**config.mk**
```make
export PLATFORM = sky130hd
export DESIGN_NAME = fbcpu_prog_loader
export DESIGN_NICKNAME = d
export VERILOG_FILES = /design/src/rtl/fbcpu_prog_loader.sv
export SDC_FILE = /design/constraint.sdc
export NUM_CORES = 1
export LEC_CHECK = 0
export CAP_MARGIN = 20
export CORE_MARGIN = 8
export CORE_UTILIZATION = 27
export CTS_CLUSTER_SIZE = 8
export DETAILED_ROUTE_END_ITERATION = 10
export PLACE_DENSITY = 0.53
export SLEW_MARGIN = 20
export SYNTH_ARGS = -nofsm -noshare
export SYNTH_HDL_FRONTEND = slang
export SYNTH_SLANG_ARGS = --single-unit
export TNS_END_PERCENT = 30
```
**constraint.sdc**
```tcl
create_clock -name clk -period 3.8 [get_ports clk]
set_input_delay 1.14 -clock clk [delete_from_list [all_inputs] [get_ports clk]]
set_output_delay 1.14 -clock clk [all_outputs]
set_load 0.05 [all_outputs]
```
**src/rtl/fbcpu_prog_loader.sv**
```systemverilog
// Program loader for the FB-CPU block RAM: streams a program into RAM, reads it
// back to confirm the checksum, and only then releases the CPU from reset.
module fbcpu_prog_loader #(
    parameter int ADDRESS_WIDTH = 6,
    parameter int DATA_WIDTH    = 10,
    parameter int MEM_DEPTH     = 64
) (
    input  logic                     clk,
    input  logic                     rst,
    input  logic                     i_start,
    input  logic [ADDRESS_WIDTH:0]   i_len,
    input  logic                     i_valid,
    input  logic [DATA_WIDTH-1:0]    i_data,
    output logic                     o_ready,
    output logic                     o_we,
    output logic [ADDRESS_WIDTH-1:0] o_addr,
    output logic [DATA_WIDTH-1:0]    o_wdata,
    input  logic [DATA_WIDTH-1:0]    i_rd_data,
    output logic                     o_cpu_rst,
    output logic                     o_busy,
    output logic                     o_done,
    output logic                     o_err,
    output logic [DATA_WIDTH-1:0]    o_checksum
);

    localparam int LW = ADDRESS_WIDTH + 1;
    localparam logic [LW-1:0] MAX_LEN = LW'(MEM_DEPTH);

    typedef enum logic [2:0] {
        S_IDLE,
        S_LOAD,
        S_VERIFY,
        S_RUN,
        S_FAIL
    } state_t;

    state_t                   state_q, state_d;
    logic [LW-1:0]            len_q, len_d;
    logic [LW-1:0]            wr_ptr_q, wr_ptr_d;
    logic [LW-1:0]            vcnt_q, vcnt_d;
    logic                     we_q, we_d;
    logic [ADDRESS_WIDTH-1:0] addr_q, addr_d;
    logic [DATA_WIDTH-1:0]    wdata_q, wdata_d;
    logic [DATA_WIDTH-1:0]    checksum_q, checksum_d;
    logic [DATA_WIDTH-1:0]    vsum_q, vsum_d;
    logic                     cpu_rst_q, cpu_rst_d;
    logic                     busy_q, busy_d;
    logic                     done_q, done_d;
    logic                     err_q, err_d;
    logic                     len_ok;
    logic                     accept;

    assign o_ready    = (state_q == S_LOAD) && (wr_ptr_q < len_q);
    assign len_ok     = (i_len != '0) && (i_len <= MAX_LEN);
    assign accept     = o_ready && i_valid;

    assign o_we       = we_q;
    assign o_addr     = addr_q;
    assign o_wdata    = wdata_q;
    assign o_checksum = checksum_q;
    assign o_cpu_rst  = cpu_rst_q;
    assign o_busy     = busy_q;
    assign o_done     = done_q;
    assign o_err      = err_q;

    always_comb begin
        state_d    = state_q;
        len_d      = len_q;
        wr_ptr_d   = wr_ptr_q;
        vcnt_d     = vcnt_q;
        we_d       = 1'b0;
        addr_d     = addr_q;
        wdata_d    = wdata_q;
        checksum_d = checksum_q;
        vsum_d     = vsum_q;

        case (state_q)
            S_IDLE, S_RUN, S_FAIL: begin
                if (i_start) begin
                    if (len_ok) begin
                        state_d    = S_LOAD;
                        len_d      = i_len;
                        wr_ptr_d   = '0;
                        vcnt_d     = '0;
                        checksum_d = '0;
                        vsum_d     = '0;
                    end else begin
                        state_d = S_FAIL;
                    end
                end
            end
            S_LOAD: begin
                if (accept) begin
                    we_d       = 1'b1;
                    addr_d     = wr_ptr_q[ADDRESS_WIDTH-1:0];
                    wdata_d    = i_data;
                    checksum_d = checksum_q + i_data;
                    wr_ptr_d   = wr_ptr_q + 1'b1;
                end else if (we_q && (wr_ptr_q == len_q)) begin
                    // Last word's write cycle is ending; VERIFY cycle 0 reads address 0.
                    state_d = S_VERIFY;
                    addr_d  = '0;
                    vcnt_d  = '0;
                end
            end
            S_VERIFY: begin
                // Read data lags the address by one cycle, so cycle j sees word j-1.
                vcnt_d = vcnt_q + 1'b1;
                addr_d = ADDRESS_WIDTH'(vcnt_q + 1'b1);
                if (vcnt_q == len_q) begin
                    state_d = ((vsum_q + i_rd_data) == checksum_q) ? S_RUN : S_FAIL;
                end else if (vcnt_q != '0) begin
                    vsum_d = vsum_q + i_rd_data;
                end
            end
            default: state_d = S_IDLE;
        endcase

        busy_d    = (state_d == S_LOAD) || (state_d == S_VERIFY);
        done_d    = (state_d == S_RUN);
        err_d     = (state_d == S_FAIL);
        cpu_rst_d = (state_d != S_RUN);
    end

    always_ff @(posedge clk or negedge rst) begin
        if (!rst) begin
            state_q    <= S_IDLE;
            len_q      <= '0;
            wr_ptr_q   <= '0;
            vcnt_q     <= '0;
            we_q       <= 1'b0;
            addr_q     <= '0;
            wdata_q    <= '0;
            checksum_q <= '0;
            vsum_q     <= '0;
            cpu_rst_q  <= 1'b1;
            busy_q     <= 1'b0;
            done_q     <= 1'b0;
            err_q      <= 1'b0;
        end else begin
            state_q    <= state_d;
            len_q      <= len_d;
            wr_ptr_q   <= wr_ptr_d;
            vcnt_q     <= vcnt_d;
            we_q       <= we_d;
            addr_q     <= addr_d;
            wdata_q    <= wdata_d;
            checksum_q <= checksum_d;
            vsum_q     <= vsum_d;
            cpu_rst_q  <= cpu_rst_d;
            busy_q     <= busy_d;
            done_q     <= done_d;
            err_q      <= err_d;
        end
    end

endmodule

```
Word level (Yosys, flattened, before mapping)
Index checks and enable logic that the tools add are counted.
{"block": "op_classes", "addsub": 4, "n_eq_ne": 20, "n_mux": 26, "reduce_logical": 19, "order_cmp": 2}
{"cell": "$mux 10", "n": 5}
{"cell": "$pmux 10 s2", "n": 2}
{"cell": "$mux 7", "n": 5}
{"cell": "$pmux 7 s3", "n": 1}
{"cell": "$add 10x10->10", "n": 2}
{"cell": "$mux 3", "n": 6}
{"cell": "$add 7x1->7 const B", "n": 2}
{"cell": "$eq 7x7->1", "n": 2}
{"cell": "$pmux 7 s2", "n": 1}
{"cell": "$reduce_bool 7->1", "n": 2}
{"cell": "$eq 3x2->1 const B", "n": 4}
{"cell": "$mux 6", "n": 2}
{"cell": "$ne 2x2->1 const B", "n": 6}
{"cell": "$pmux 6 s2", "n": 1}
{"cell": "$eq 10x10->1", "n": 1}
{"cell": "$reduce_and 5->1", "n": 2}
{"cell": "$pmux 3 s3", "n": 1}
{"cell": "$le 7x7->1 const B", "n": 1}
{"cell": "$lt 7x7->1", "n": 1}
{"cell": "$eq 3x1->1 const B", "n": 2}
{"cell": "$eq 3x3->1 const B", "n": 2}
{"cell": "$ne 3x2->1 const B", "n": 2}
{"cell": "$reduce_bool 2->1", "n": 3}
{"cell": "$logic_and 1x1->1", "n": 4}
{"cell": "other kinds (9)", "n": 11}
{"block": "word_totals", "inputBits": 31, "register_bits": 65, "output_inout_bits": 32, "word_cells": 84}

Depth between registers and ports, before layout
Gate-level depths: netlist (run 1).
{"block": "logic_depth", "word_depth": 7, "depth_mapped": 12}

Worst setup path after synthesis (run 1)
OpenSTA, ideal clock, no wires.
{"block": "synth_timing", "kind": "input to register", "from": "input port i_rd_data[0]", "to": "register state_q[0]", "t_required_ns": 3.733, "n_path_buf": 0, "arrival_ns": 3.327, "path_stages": 11, "setup_slack_ns": 0.407, "path_cell_list": "ha_1 > inv_1 > fa_1 > xnor2_1 > a211oi_1 > o211ai_1 > a211o_1 > nor4b_1 > nand4_1 > o32a_4 > nand2_1"}
{"block": "synth_between", "elab_chain_len": 5}
{"element": "from (decl)", "line_no": "18", "rtl": "input logic [DATA_WIDTH-1:0] i_rd_data,"}
{"element": "$add 10x10->10", "line_no": "111", "rtl": "state_d = ((vsum_q + i_rd_data) == checksum_q) ? S_RUN : S_FAIL;"}
{"element": "$eq 10x10->1", "line_no": "111"}
{"element": "$mux 3", "line_no": "111"}
{"element": "$mux 3", "line_no": "110", "rtl": "if (vcnt_q == len_q) begin"}
{"element": "$pmux 3 s3", "line_no": "77", "rtl": "case (state_q)"}
{"element": "named net state_d[0]", "line_no": "37", "rtl": "state_t state_q, state_d;"}
{"element": "to (signal assigned)", "line_no": "141", "rtl": "state_q <= state_d;"}
{"element": "to (decl)", "line_no": "37"}
The timed path passes the listed nets, and every way through them passes these cells.
A chain may end at the register's enable or synchronous reset.

Worst setup path after layout (run 1)
{"block": "layout_timing", "from": "input port i_rd_data[1]", "to": "register state_q[1]"}
Same word-level chain as after synthesis.

==> impl_metrics.tcl, run 1 <==
set metrics [dict create \
    period_share_pct 96.4 \
    synth.distinct_cells 57 \
    grt_pass1_wl_mm 18.4 \
    io_buffers 62 \
    multi_input_area_mm2 0.00222 \
    place_ws_ns -0.312 \
    clk_pin_slew_ns 0.05 \
    wl_per_cell_um 15.6 \
    fp.dieH_um 138 \
    insertedDiodeCount 0 \
    start_util_pct 27.6 \
    synth_top_area_share_pct 39.9 \
    vias 3406 \
    hp-start "o_wdata[3]" \
    cp-start-kind "input pin" \
    yosysWarnings 0 \
    rsz0062_at_grt "no" \
    numCtsBuffers 9 \
    crit_top_cell "a21o_1" \
    critPathKind "in -> reg" \
    ir_drop_v 0.000468 \
    area_delta_synth_final_pct 31.3 \
    worst_slack_ns 0.138 \
    fp.dieArea_mm2 0.0190 \
    synthArstFlopShare_pct 100 \
    ioPinCount 63 \
    setup_violations 0 \
    synth.largest_area_cell "dfrtp_1" \
    relSlewSlack_pct 50.9 \
    critical_path.max_stage_delay_ns 0.44 \
    die_x_um 138 \
    synthTopCellsByCount "nand2_1, dfrtp_1, o21ai_0" \
    cap_violations 0 \
    post-route-min-period_ns 3.66 \
    cts_setup_buffers 0 \
    synthesis.nets 501 \
    antenna_found_initial 0 \
    netlist_top_cells_area "dfrtp_1, ha_1, nand2_1" \
    fp-row-count 44 \
    num-nets-final 580 \
    drc 0 \
    grt_overflow_total 0 \
    powerDensity_mw_per_mm2 832 \
    track_usage_pct 12.4 \
    clockRootBuffer "clkbuf_16" \
    ys_seq_area_share_pct 40.6 \
    slew_viol_final 0 \
    path_cells "clkdlybuf4s50_1 > buf_4 > ha_1 > a21o_1 > a21oi_1 > xor2_1 > a21o_1 > a2111oi_0 > nand4_1 > o32a_4 > nand2_1" \
    core_mm2 0.0145 \
    fill_cells 1509 \
    via_per_inst 4.81 \
    r2r-start "vsum_q[0]" \
    dr.pass1.iters 4 \
    globalplace.congestion 0.864 \
    hold_viol_final 0 \
    leakage_uw 0.00241 \
    yosysMostFrequentCell "nand2_1" \
    wl_mm 11.1 \
    clock_latency_ns 0.34 \
    first_global_vias 3594 \
    syn-cell-area_mm2 0.00401 \
    clk_path_buf_depth 2 \
    finalPower_uw 4380 \
    hpwl_mm 8.39 \
    hold_buffers 0 \
    drtIter0Drc 189 \
    worst_pin_slew_ns 0.733 \
    synth_cells 440 \
    cp.required_ns 4.07 \
    tritoncts "built" \
    route.antenna.remaining_nets 0 \
    synth_edf_count 0 \
    drive_gt1_share_pct 10.9 \
    crit_path_max_fanout 4 \
    ys_ff_latch 65 \
    outcome "complete, no violations" \
    syn_avg_cell_area_um2 9.11 \
    holdCritPathClass "reg -> reg" \
    cp-end-kind "register" \
    regArea_mm2 0.00163 \
    grt_max_degree 29 \
    finalClockSkew_ns 0.00724 \
    clkSinkCount 65 \
    fmax_mhz 273 \
    worst_ep_arrival_time_ns 3.93 \
    crit_start "i_rd_data[1]" \
    cts-htree-levels 3 \
    crit_path_top_delay_cell "a2111oi_0" \
    ys.flop_type "dfrtp_1" \
]
[worst max-delay path, delay by kind of cell]
kind,cells,cell delay [ns]
adders and majority gates,1,0.28
and+or+nand+nor,2,0.34
AOI/OAI and AO/OA,5,1.49
buffers and inverters,2,0.57
xor gates and xnor gates,1,0.11
[per-layer routing]
metal | track usage (%) | vias to the layer above | share of wire (%) | wire (µm)
met5 | 0 | - | 0 | 0
met4 | 4.24 | 0 | 1.3 | 149
met3 | 3.95 | 10 | 5.7 | 628
met2 | 20.4 | 71 | 49 | 5390
met1 | 15.1 | 1628 | 44 | 4890
li1 | - | 1697 | - | -
[cells by family (layout without fill, tap and decap cells)]
kind of cell               Yosys count  in the layout  synth area share (%)
buffers and inverters               43            127                  4.34
adders and majority gates           30             30                  9.73
xor gates and xnor gates            37             37                  8.61
and+or+nand+nor                    155            155                  17.8
muxes                                6              6                  1.62
AOI/OAI and AO/OA                  104            104                  17.3
DFF                                 65             65                  40.6
[placed cells by master (no fill, tap or decap), types with 3 or more instances in the layout]
cell	count
nand2_1	68
dfrtp_1	64
clkdlybuf4s50_1	60
o21ai_0	39
ha_1	28
inv_1	25
nor2_1	25
buf_4	24
xor2_1	18
xnor2_1	17
nand3_1	16
a21oi_1	14
a21o_1	12
nor3_1	10
clkbuf_16	9
nand4_1	7
nor2b_1	7
a221o_1	6
and3_1	5
or2_2	4
mux2_2	4
clkbuf_8	4
a31oi_1	3
o21a_1	3
or3_1	3
o21ai_1	3
[final timing paths]
path | to | slack (ns) | depth (start not counted)
worst max-delay path | state_q[1] | 0.14 | 11
worst min-delay path | o_wdata[3] | 0.47 | 2
worst max register to register | state_q[1] | 1.03 | 11
worst min register to register | o_wdata[3] | 0.47 | 2
max in group asynchronous | vsum_q[9] | 2.28 | 2
min in group asynchronous | o_checksum[3] | 0.77 | 1
[where the power goes]
group | leakage, µW | switching (µW) | internal, µW | total [µW]
registers | 0.000831 | 284 | 951 | 1230
clock network | 0.000149 | 306 | 511 | 817
logic | 0.00143 | 1410 | 919 | 2330
[sequential cells by signal, summed over array words and instances (netlist names)]
register	flops
o_addr	6
o_err	1
o_busy	1
vcnt_q	7
o_cpu_rst	1
o_checksum	10
o_done	1
vsum_q	10
o_wdata	10
o_we	1
wr_ptr_q	7
state_q	3
len_q	7
[per-stage QoR]
| stage | util [%] | setup TNS (ns) | std cells | hold slack, ns | instance area [µm²] |
|---|---|---|---|---|---|
| 6_report | 36.2 | 0 | 708 | 0.473 | 5260 |
| 5_1_grt | 36.2 | 0 | 708 | 0.500 | 5260 |
| 4_1_cts | 36.1 | 0 | 708 | 0.479 | 5250 |
| 3_5_place_dp | 34.1 | -1.44 | 692 | 0.466 | 4960 |
| 3_3_place_gp | 34.1 | -1.23 | 692 | 0.467 | 4960 |
| 2_1_floorplan | - | 0 | 440 | 0.485 | 4010 |
[final cells by class]
type                       instances  area share, %
sequential                        65           30.9
multi-input combinational        332           42.2
clock inverter                     2          0.190
timing repair buffer              86           15.2
tap                              184           4.37
inverter                          25           1.78
clock buffer                      14           5.40
[timing repair]
action                                  CTS  global route
endpoints found under the setup margin    0             7
resized for setup                         0             3
endpoints found under the hold margin     0             0
Power figures use the tool's default switching activity.
==> run 2: changes to the inputs <==
Settings changed: ABC_AREA from default to 1, CORE_UTILIZATION 27 to 24, PLACE_DENSITY 0.53 to 0.49.
==> impl_metrics.tcl, run 2 <==
set metrics [dict create \
    outcome "complete, no violations" \
    synthXorXnorAreaFrac_pct 5.11 \
    insertedDiodeCount 0 \
    period_share_pct 83.5 \
    reg2reg_to "wr_ptr_q[4]" \
    crit_top_cell "nand2_1" \
    grt_max_degree 66 \
    r2r_cells 13 \
    p_seq_share_pct 30.4 \
    worst_ep_arrival_time_ns 3.40 \
    die_x_um 146 \
    dp_cells 805 \
    setup_violations 0 \
    yosys-mux-area-fraction_pct 0 \
    finalClockSkew_ns 0.0111 \
    worst_pin_slew_ns 0.630 \
    wl_per_cell_um 14.3 \
    p_sw_share_pct 40.9 \
    synth.largest_area_cell "dfrtp_1" \
    synth_fa_ha_area_share_pct 9.60 \
    cp-start-kind "input pin" \
    clkSinkCount 65 \
    critPathKind "in -> reg" \
    p_clk_share_pct 27.5 \
    start_util_pct 24.5 \
    cp.required_ns 4.02 \
    antenna_found_initial 0 \
    ioPinCount 63 \
    synth_cells 525 \
    track_usage_pct 11.3 \
    fp.dieH_um 146 \
    p_comb_share_pct 42.0 \
    area_delta_synth_final_pct 30.3 \
    synth_compound_area_share_pct 11.0 \
    slew_viol_final 0 \
    vias 3679 \
    final_cell_mix "nand2_1, inv_1, dfrtp_1" \
    grt_pass1_wl_mm 19.5 \
    p_int_uw 1970 \
    dr.pass1.iters 4 \
    fill_cells 1768 \
    drive_gt1_share_pct 7.65 \
    layout_commonest_cell "nand2_1" \
    cap_violations 0 \
    synth_top_area_share_pct 39.4 \
    route.antenna.remaining_nets 0 \
    synthTopCellsByCount "nand2_1, inv_1, dfrtp_1" \
    wl_mm 11.7 \
    powerDensity_mw_per_mm2 627 \
    cp-end-kind "register" \
    ctsResizeCount 0 \
    hold_buffers 0 \
    worstHoldEndpoint "o_wdata[5]" \
    yosysWarnings 0 \
    io_buffers 62 \
    holdCritPathClass "reg -> reg" \
    core_mm2 0.0166 \
    crit_path_top_delay_cell "clkdlybuf4s50_1" \
    drc 0 \
    synth.distinct_cells 37 \
    fin_cells 821 \
    synthArstFlopShare_pct 100 \
    rsz0062_at_grt "no" \
    ys_seq_area_share_pct 40.0 \
    rrSetupSlack_ns 1.43 \
    numCtsBuffers 9 \
    ys_ff_latch 65 \
    synth_edf_count 0 \
    fp-row-count 47 \
    synthesis.nets 586 \
    clock_latency_ns 0.33 \
    fin_setup_tns_ns 0 \
    synthSimpleGateAreaFrac_pct 25.7 \
    clk_pin_slew_ns 0.06 \
    cts-htree-levels 3 \
    netlist_top_cells_area "dfrtp_1, nand2_1, ha_1" \
    globalplace.congestion 0.870 \
    clk_path_buf_depth 2 \
    num-nets-final 657 \
    post-route-min-period_ns 3.17 \
    cts_setup_buffers 0 \
    hpwl_mm 9.02 \
    power_switching_uw 1360 \
    crit_path_max_fanout 4 \
    clockRootBuffer "clkbuf_16" \
    crit_start "i_rd_data[0]" \
    ir_drop_v 0.000421 \
    hp-start "o_wdata[5]" \
    leakage_uw 0.00261 \
    relSlewSlack_pct 57.7 \
    via_per_inst 4.48 \
    whs_path_depth 2 \
    fmax_mhz 315 \
    critical_path.max_stage_delay_ns 0.46 \
    hold_viol_final 0 \
    first_global_vias 3691 \
    r2r-start "len_q[4]" \
    syn_avg_cell_area_um2 7.75 \
    synth_top_family_by_area "simple AND/OR/NAND/NOR gates" \
    syn-cell-area_mm2 0.00407 \
    ys.flop_type "dfrtp_1" \
    path_cells "clkdlybuf4s50_1 > ha_1 > inv_1 > fa_1 > inv_1 > nand2_1 > nand2_1 > nand3_1 > nand2_1 > nand2_1 > nand3_1 > nand2_1 > inv_1 > nand2_1 > nor2_4 > nand4_4 > nand3_1 > nand2_1" \
    yosysMostFrequentCell "nand2_1" \
    tritoncts "built" \
    drtIter0Drc 200 \
    grt_overflow_total 0 \
    fp.dieArea_mm2 0.0214 \
]
-- run 2: changes by cell type after synthesis, sizes merged, moves of 9 or more --
cell,before,now
nand3,16,39
a21o,12,1
nand2,68,144
o22ai,1,14
clkbuf,13,4
inv,25,82
-- run 2: area by class of cell --
cell class	count	area (µm²)	share of cell area (%)
Clock buffer	14	264	4.98
Clock inverter	2	60.1	1.13
Inverter	83	312	5.88
Multi-Input combinational cell	369	2090	39.4
Sequential cell	65	1630	30.7
Tap cell	220	275	5.19
Timing Repair Buffer	68	671	12.7
-- run 2: worst max-delay path, delay by kind of cell --
| family | cells | cell delay [ns] |
|---|---|---|
| adders and majority gates | 2 | 0.59 |
| and+or+nand+nor | 12 | 0.98 |
| buffers and inverters | 4 | 0.66 |
-- run 2: how the worst max path moves through the flow --
stage / to / cells after the start / slack, ns
global route: o_done / 19 / 0.38
floorplan: o_busy / 14 / 0.96
global placement: o_busy / 18 / 0.33
CTS: o_done / 19 / 0.62
finish: o_busy / 18 / 0.63
detailed placement: o_busy / 18 / 0.28
-- run 2: cell families after synthesis --
logic type               count (synthesis)
adder cells (fa/ha/maj)                 30
AO/OA/AOI/OAI                           80
buffers and inverters                   91
AND/OR/NAND/NOR                        237
flip-flops                              65
XOR/XNOR                                22
-- run 2: metal layers --
metal	track usage (%)	up-vias	share of wire (%)
met1	14.5	1723	48
li1	-	1863	-
met5	0	-	0
met3	2.75	8	4.4
met4	2.78	0	1.0
met2	18.8	85	47
-- run 2: power by group through the flow --
stage	Combinational [µW]	Sequential, µW	Clock [µW]
floorplan	672	1290	0
global placement	1380	1030	0
detailed placement	1400	1030	0
CTS	1410	1020	944
global route	1540	1040	968
finish	1400	1010	915
-- run 2: metrics by stage --
step / setup WS (ns) / area, µm² / hold slack, ns / utilization [%] / power (µW)
after CTS: 0.622 / 5300 / 0.485 / 32.0 / 3370
after global placement: 0.330 / 4970 / 0.471 / 30.0 / 2410
after detailed placement: 0.283 / 4970 / 0.471 / 30.0 / 2430
after global routing: 0.378 / 5300 / 0.502 / 32.0 / 3550
after floorplan: 0.962 / 4070 / 0.487 / - / 1960
final: 0.628 / 5300 / 0.477 / 32.0 / 3320
==> run 3: changes to the inputs <==
Settings changed: PLACE_DENSITY 0.49 to 0.5.
Clock period 3.8 ns to 2.9 ns, I/O delays scaled along.
==> impl_metrics.tcl, run 3 (synthesized netlist as in run 2, its figures left out) <==
set metrics [dict create \
    outcome "complete, no violations" \
    grt_overflow_total 0 \
    reg2reg_to "o_done" \
    finalPower_uw 4350 \
    drive_gt1_share_pct 13.2 \
    fp.dieArea_mm2 0.0214 \
    clockRootBuffer "clkbuf_16" \
    first_global_vias 3978 \
    cp.required_ns 3.18 \
    powerDensity_mw_per_mm2 787 \
    worst_pin_slew_ns 0.604 \
    cp-start-kind "input pin" \
    drtIter0Drc 151 \
    die_x_um 146 \
    tritoncts "built" \
    dp_cells 832 \
    clock_latency_ns 0.34 \
    num-nets-final 686 \
    final_cell_mix "nand2_1, inv_1, dfrtp_1" \
    cts-htree-levels 3 \
    path_cells "clkdlybuf4s50_1 > ha_1 > a21oi_1 > nand2_2 > nand2_1 > nand2_1 > nand2_1 > nand3_1 > nor2_1 > nand2_1 > nor2_4 > nand4_4 > nand2_2 > nand2_2 > inv_2" \
    rsz0062_at_grt "no" \
    clkSinkCount 65 \
    cp-end-kind "register" \
    worst-path-buf-inv 2 \
    relSlewSlack_pct 59.4 \
    place_ws_ns -0.330 \
    numCtsBuffers 9 \
    crit_top_cell "nand2_1" \
    fin_util_pct 33.3 \
    antenna_found_initial 0 \
    via_per_inst 4.44 \
    setup_violations 0 \
    fin_cells 849 \
    fill_cells 1773 \
    crit_cells 15 \
    track_usage_pct 11.5 \
    wl_per_cell_um 14.1 \
    layout_commonest_cell "nand2_1" \
    regArea_mm2 0.00163 \
    crit_family "simple AND/OR/NAND/NOR gates" \
    multi_input_area_mm2 0.00210 \
    insertedDiodeCount 0 \
    io_buffers 62 \
    area_delta_synth_final_pct 35.7 \
    ir_drop_v 0.000560 \
    slew_viol_final 0 \
    wl_mm 12.0 \
    fp.dieH_um 146 \
    rrSetupSlack_ns 0.62 \
    worst_slack_ns 0.186 \
    hold_buffers 0 \
    grt_max_degree 66 \
    start_util_pct 24.5 \
    crit_path_end "o_done" \
    vias 3768 \
    drc 0 \
    hold_viol_final 0 \
    grt_pass1_wl_mm 19.9 \
    r2r_cells 16 \
    hpwl_mm 9.21 \
    crit_path_max_fanout 5 \
    globalplace.congestion 0.860 \
    cap_violations 0 \
    critPathKind "in -> reg" \
    leakage_uw 0.00275 \
    critical_path.max_stage_delay_ns 0.42 \
    core_mm2 0.0166 \
    route.antenna.remaining_nets 0 \
    holdCritPathClass "reg -> reg" \
    fmax_mhz 368 \
    finalClockSkew_ns 0.0117 \
    worst_ep_arrival_time_ns 2.99 \
    clk_path_buf_depth 2 \
    dr.pass1.iters 4 \
    ioPinCount 63 \
    clk_pin_slew_ns 0.05 \
    post-route-min-period_ns 2.71 \
    fp-row-count 47 \
    r2r-start "vsum_q[0]" \
    crit_path_top_delay_cell "clkdlybuf4s50_1" \
    crit_start "i_rd_data[3]" \
    period_share_pct 93.6 \
]
==> run 3: worst register-to-register path: cells and delay by family (launching register included) <==
family | cells | cell delay, ns
AND/OR/NAND/NOR | 11 | 1.09
adder cells (fa/ha/maj) | 2 | 0.62
flip-flops | 1 | 0.36
buffers and inverters | 3 | 0.17
==> run 3: stage by stage <==
step                hold slack (ns)  instance area [µm²]  setup TNS (ns)
detailed placement            0.470                 5190           -2.22
global route                  0.507                 5520               0
global placement              0.473                 5190           -1.67
floorplan                     0.487                 4070               0
CTS                           0.486                 5490               0
finish                        0.481                 5520               0
==> run 3: cell type report <==
class / count / area share, %
multi-input cells: 369 / 38.1
clock inverters: 3 / 0.725
inverters: 83 / 5.64
flip-flops and latches: 65 / 29.5
well taps: 220 / 4.99
repair buffers: 97 / 16.4
clock buffers: 12 / 4.65
==> run 3: timing repair <==
item | 4_1_cts | 5_1_grt
buffers inserted | 0 | 2
setup endpoints to repair | 0 | 7
gates resized for setup | 0 | 8
==> run 3: worst min-delay path by stage <==
stage | from | end | cells past startpoint
CTS | o_wdata[9] | o_wdata[9] | 2
global placement | o_wdata[0] | o_wdata[0] | 2
floorplan | len_q[0] | len_q[0] | 2
detailed placement | o_wdata[9] | o_wdata[9] | 2
finish | o_wdata[9] | o_wdata[9] | 2
global route | o_wdata[6] | o_wdata[6] | 2
==> run 3: report_power, final <==
part,switching (µW),internal (µW)
Clock,402,704
Combinational,1180,727
Sequential,223,1100
==> run 3: metal layers <==
| metal | vias up | share of wire (%) | GRT usage, % |
|---|---|---|---|
| met3 | 10 | 4.1 | 3.06 |
| met5 | - | 0 | 0 |
| met4 | 0 | 1.0 | 3.86 |
| met2 | 76 | 47 | 19.3 |
| li1 | 1906 | - | - |
| met1 | 1776 | 48 | 14.1 |
